**src/rtl/tone_gen_poly.sv**
```systemverilog
// Polyphonic-keyboard style square-wave tone generator: one note at a time,
// with octave scaling, retrigger and optional sustain tail after release.
module tone_gen_poly #(
  parameter int CNT_W       = 19,
  parameter int SUSTAIN_CYC = 25_000_000
) (
  input  logic       clk,
  input  logic       rst_n,
  input  logic       key_on,
  input  logic       key_off,
  input  logic [3:0] note,
  input  logic [2:0] octave,
  input  logic       sustain_en,
  output logic       speaker,
  output logic       playing,
  output logic [3:0] cur_note,
  output logic       bad_note
);

  localparam int TAIL_W = (SUSTAIN_CYC > 1) ? $clog2(SUSTAIN_CYC) : 1;

  typedef enum logic [1:0] {IDLE, PLAY, SUSTAIN} state_t;

  // Octave-4 half-periods in 50 MHz clock cycles.
  function automatic logic [16:0] base_half(input logic [3:0] n);
    case (n)
      4'd0:    base_half = 17'd95556;
      4'd1:    base_half = 17'd90193;
      4'd2:    base_half = 17'd85131;
      4'd3:    base_half = 17'd80353;
      4'd4:    base_half = 17'd75843;
      4'd5:    base_half = 17'd71586;
      4'd6:    base_half = 17'd67568;
      4'd7:    base_half = 17'd63776;
      4'd8:    base_half = 17'd60197;
      4'd9:    base_half = 17'd56818;
      4'd10:   base_half = 17'd53629;
      4'd11:   base_half = 17'd50619;
      default: base_half = 17'd0;
    endcase
  endfunction

  state_t             r_state;
  logic [CNT_W-1:0]   r_half;
  logic [CNT_W-1:0]   r_cnt;
  logic [TAIL_W-1:0]  r_tail;
  logic               r_sus;
  logic               r_spk;
  logic               r_playing;
  logic [3:0]         r_note;
  logic               r_bad;

  logic               w_note_ok;
  logic               w_accept;
  logic               w_reject;
  logic               w_release;
  logic [2:0]         w_oct_c;
  logic [CNT_W-1:0]   w_half_new;
  logic               w_wrap;
  logic [CNT_W-1:0]   w_cnt_adv;
  logic               w_spk_adv;
  logic               w_tail_end;

  assign w_note_ok  = (note <= 4'd11);
  assign w_accept   = key_on & w_note_ok;
  assign w_reject   = key_on & ~w_note_ok;
  // A same-cycle key_on always wins, so key_off only counts on its own.
  assign w_release  = key_off & ~key_on;
  assign w_oct_c    = (octave > 3'd4) ? 3'd4 : octave;
  assign w_half_new = (CNT_W'(base_half(note)) << 2) >> w_oct_c;

  assign w_wrap     = (r_cnt == r_half - CNT_W'(1));
  assign w_cnt_adv  = w_wrap ? '0 : r_cnt + CNT_W'(1);
  assign w_spk_adv  = r_spk ^ w_wrap;
  assign w_tail_end = (r_tail == TAIL_W'(SUSTAIN_CYC - 1));

  always_ff @(posedge clk or negedge rst_n) begin
    if (!rst_n) begin
      r_state   <= IDLE;
      r_half    <= '0;
      r_cnt     <= '0;
      r_tail    <= '0;
      r_sus     <= 1'b0;
      r_spk     <= 1'b0;
      r_playing <= 1'b0;
      r_note    <= 4'd0;
      r_bad     <= 1'b0;
    end else begin
      r_bad <= w_reject;
      if (w_accept) begin
        // Start or retrigger: relatch and restart the waveform from low.
        r_state   <= PLAY;
        r_playing <= 1'b1;
        r_half    <= w_half_new;
        r_note    <= note;
        r_sus     <= sustain_en;
        r_cnt     <= '0;
        r_spk     <= 1'b0;
        r_tail    <= '0;
      end else begin
        case (r_state)
          IDLE: begin
            r_cnt <= '0;
            r_spk <= 1'b0;
          end
          PLAY: begin
            if (w_release && !r_sus) begin
              r_state   <= IDLE;
              r_playing <= 1'b0;
              r_cnt     <= '0;
              r_spk     <= 1'b0;
            end else begin
              if (w_release) begin
                r_state <= SUSTAIN;
                r_tail  <= '0;
              end
              r_cnt <= w_cnt_adv;
              r_spk <= w_spk_adv;
            end
          end
          SUSTAIN: begin
            if (w_tail_end) begin
              r_state   <= IDLE;
              r_playing <= 1'b0;
              r_cnt     <= '0;
              r_spk     <= 1'b0;
              r_tail    <= '0;
            end else begin
              r_tail <= r_tail + TAIL_W'(1);
              r_cnt  <= w_cnt_adv;
              r_spk  <= w_spk_adv;
            end
          end
          default: begin
            r_state   <= IDLE;
            r_playing <= 1'b0;
            r_cnt     <= '0;
            r_spk     <= 1'b0;
          end
        endcase
      end
    end
  end

  assign speaker  = r_spk;
  assign playing  = r_playing;
  assign cur_note = r_note;
  assign bad_note = r_bad;

endmodule

```
**config.mk**
```make
export PLATFORM = sky130hd
export DESIGN_NAME = tone_gen_poly
export DESIGN_NICKNAME = d
export VERILOG_FILES = /design/src/rtl/tone_gen_poly.sv
export SDC_FILE = /design/constraint.sdc
export NUM_CORES = 1
export LEC_CHECK = 0
export CAP_MARGIN = 20
export CORE_MARGIN = 5
export CORE_UTILIZATION = 50
export CTS_CLUSTER_SIZE = 24
export DETAILED_ROUTE_END_ITERATION = 16
export PLACE_DENSITY = 0.66
export RECOVER_POWER = 100
export SYNTH_ARGS = -nofsm -noshare
export SYNTH_HDL_FRONTEND = slang
export SYNTH_SLANG_ARGS = --single-unit
```
**constraint.sdc**
```tcl
create_clock -name clk -period 6.5 [get_ports clk]
set_input_delay 0.65 -clock clk [delete_from_list [all_inputs] [get_ports clk]]
set_output_delay 0.65 -clock clk [all_outputs]
set_load 0.02 [all_outputs]
```
==> results_dict.tcl <==
set metrics [dict create \
    status "finished with violations" \
    violations "max-capacitance violations, max-slew violations" \
    dr.pass1.iters 5 \
    slew_headroom -1.591 \
    routed_wl_mm 10.41 \
    hp-class "reg2reg" \
    rsz0062_at_grt "no" \
    grt_overflow 0 \
    synth-edff-count 0 \
    synth_top_cell_by_area "dfrtp_1" \
    clock_sinks 73 \
    vdd_drop_max_v 0.0001667 \
    port_buffers 18 \
    cts_buffers 9 \
    ctsLongestPathBuffers 2 \
    initial_utilization 0.5051 \
    path_clk_slew_ns 0.09 \
    io_pins 19 \
    maxSlewViolCount 115 \
    num_rows 36 \
    fin_crit_ns 4.180 \
    grtUsageTotal 0.1949 \
    gp_congestion 0.7986 \
    fin_hold_ws_ns 0.4805 \
    netlist_instances 574 \
    cts_hold_buf 0 \
    ys.flop_type "dfrtp_1" \
    ys_types 54 \
    met1_length_mm 5.012 \
    synth-seq-cells 73 \
    maxCapViolCount 2 \
    clock_skew_ns 0.01296 \
    yosysTopAreaCellShare 0.3752 \
    drc 0 \
    arrival_ns 4.45 \
    grt_pass1_wl_mm 18.53 \
    grt_pass1_vias 3889 \
    fmax_ghz 0.2392 \
    antenna_found_initial 0 \
    viasPerCell 5.578 \
    path_class "in2reg" \
    die_area_um2 11810 \
    tns_ns 0 \
    power_mw 1.243 \
    drive_gt1_frac 0.05000 \
    route.detailed.wl_per_inst_um 14.60 \
    vias 3977 \
    drtIter0Drc 203 \
    wl_met2_mm 4.817 \
    wl_met3_um 453 \
    crit_path_start_kind "input port" \
    crit_path_end_kind "flip-flop" \
    power.static_leakage_nw 2.269 \
    die_x_um 108.7 \
    cts.htree.levels 3 \
    crit_fanout 40 \
    post-cts-setup-buffers 0 \
    antennaDiodeCount 0 \
    ff2ff_setup_slack_ns 2.90 \
    clock_latency_ns 0.35 \
    synthArstFlopShare 1.000 \
    syn-mean-instance-area_um2 8.482 \
    post_synth_main_area_contributors "dfrtp_1 38%, xnor2_1 6.1%, nor2_1 5.6%" \
    nNetsFinal 597 \
    cts_resized 0 \
    dpl.hpwl_mm 7.536 \
    cts_tree "done" \
    yosys_warnings 0 \
    antenna_left 0 \
    final-hold-violation-count 0 \
    required_ns 6.77 \
    worst_slew_pin_slew_ns 3.887 \
    core_area_um2 9639 \
    area_growth_syn_to_layout_pct 9.483 \
    n_fill_cell 938 \
    synth_nets 596 \
    fin_crit_sh 0.6431 \
    setup_viol 0 \
    syn_area_um2 4868 \
    highest_layer "met4" \
    die_y_um 108.7 \
    grt_max_degree 74 \
    ys_seq_area_frac 0.3752 \
    power_density_nw_per_um2 233.2 \
    cts_root_buf "clkbuf_8" \
]
power breakdown:
group | total, mW | internal, mW | switching, mW | leakage (nW)
logic | 0.308 | 0.121 | 0.188 | 1.18
registers | 0.532 | 0.488 | 0.0441 | 0.977
clock network | 0.403 | 0.221 | 0.182 | 0.116
registers in the layout, indices dropped and copies added (netlist names):
name	count
r_state	2
bad_note	1
r_sus	1
speaker	1
cur_note	4
r_cnt	19
r_tail	25
playing	1
r_half	19
worst paths after layout:
kind / from / to / depth (start not counted)
min in group asynchronous: rst_n / r_cnt[10] / 1
worst max register to register: r_half[0] / r_cnt[6] / 9
worst max-delay path: note[2] / r_cnt[6] / 8
worst min-delay path: cur_note[0] / cur_note[0] / 2
worst min register to register: cur_note[0] / cur_note[0] / 2
max in group asynchronous: rst_n / r_tail[1] / 1
cells by family after synthesis:
| kind of cell | after synthesis | synth area share |
|---|---|---|
| XOR/XNOR | 62 | 0.1115 |
| buffers and inverters | 46 | 0.03701 |
| AND/OR/NAND/NOR | 249 | 0.2539 |
| flip-flops | 73 | 0.3752 |
| adder cells (fa/ha/maj) | 10 | 0.02570 |
| multiplexers | 30 | 0.06296 |
| AO/OA/AOI/OAI | 104 | 0.1336 |
synth_stat cells (4+ instances only):
cell type,n
a211oi_1,6
nor4_1,6
mux2i_1,25
xnor2_1,34
ha_1,10
o21ai_0,41
nor2_1,73
nand2_1,59
buf_1,6
inv_1,14
a22o_1,5
nor3_1,11
nand4_1,8
or3_1,6
mux2_2,5
nand2b_1,9
clkbuf_1,25
nand3_1,25
and3_1,14
a21oi_1,21
nor3b_1,4
xor2_1,28
nor2b_1,11
a21o_1,5
dfrtp_1,73
or4_1,5
worst max-delay path, cell delays in order:
cell           delay (ns)
dlygate4sd3_1        1.20
nand2_1              0.20
nand2_1              0.16
clkbuf_1             1.11
nand2_1              0.16
a21oi_1              0.50
o21ai_4              0.27
nor2_1               0.19
layout make-up:
type | instances | area (µm²) | share of cell area
Timing Repair Buffer | 22 | 196.4 | 0.03685
Clock buffer | 9 | 123.9 | 0.02324
Tap cell | 133 | 166.4 | 0.03122
Multi-Input combinational cell | 455 | 2861 | 0.5369
Clock inverter | 7 | 102.6 | 0.01925
Inverter | 14 | 52.55 | 0.009859
Sequential cell | 73 | 1827 | 0.3427
per-stage QoR:
step / utilization / instances / setup WS, ns / instance area [µm²]
detailed placement: 0.5299 / 696 / 2.552 / 5107
finish: 0.5530 / 713 / 2.320 / 5330
global placement: 0.5299 / 696 / 2.630 / 5107
floorplan: - / 574 / 3.480 / 4868
CTS: 0.5533 / 712 / 2.904 / 5334
global route: 0.5530 / 713 / 1.646 / 5330
per-layer routing:
metal / global-route usage / up-vias
li1: - / 2008
met1: 0.2613 / 1887
met2: 0.3058 / 72
met3: 0.05506 / 10
met4: 0.06132 / 0
met5: 0 / -
cells in the final DEF, fill, tap and decap left out, drive strengths merged, types with 3 or more instances in the layout:
cell type,instances
a211oi,6
a21o,5
a21oi,21
a22o,5
and2,3
and3,14
clkbuf,12
clkdlybuf4s50,9
clkinv,3
dfrtp,73
dlygate4sd3,8
ha,10
inv,16
mux2,5
mux2i,25
nand2,59
nand2b,9
nand3,25
nand3b,3
nand4,8
nor2,73
nor2b,11
nor3,11
nor3b,4
nor4,7
nor4b,3
o211ai,3
o21ai,42
o311ai,3
o31ai,3
or3,6
or4,7
xnor2,34
xor2,28
Note: power is estimated with default switching activity, not from simulation.
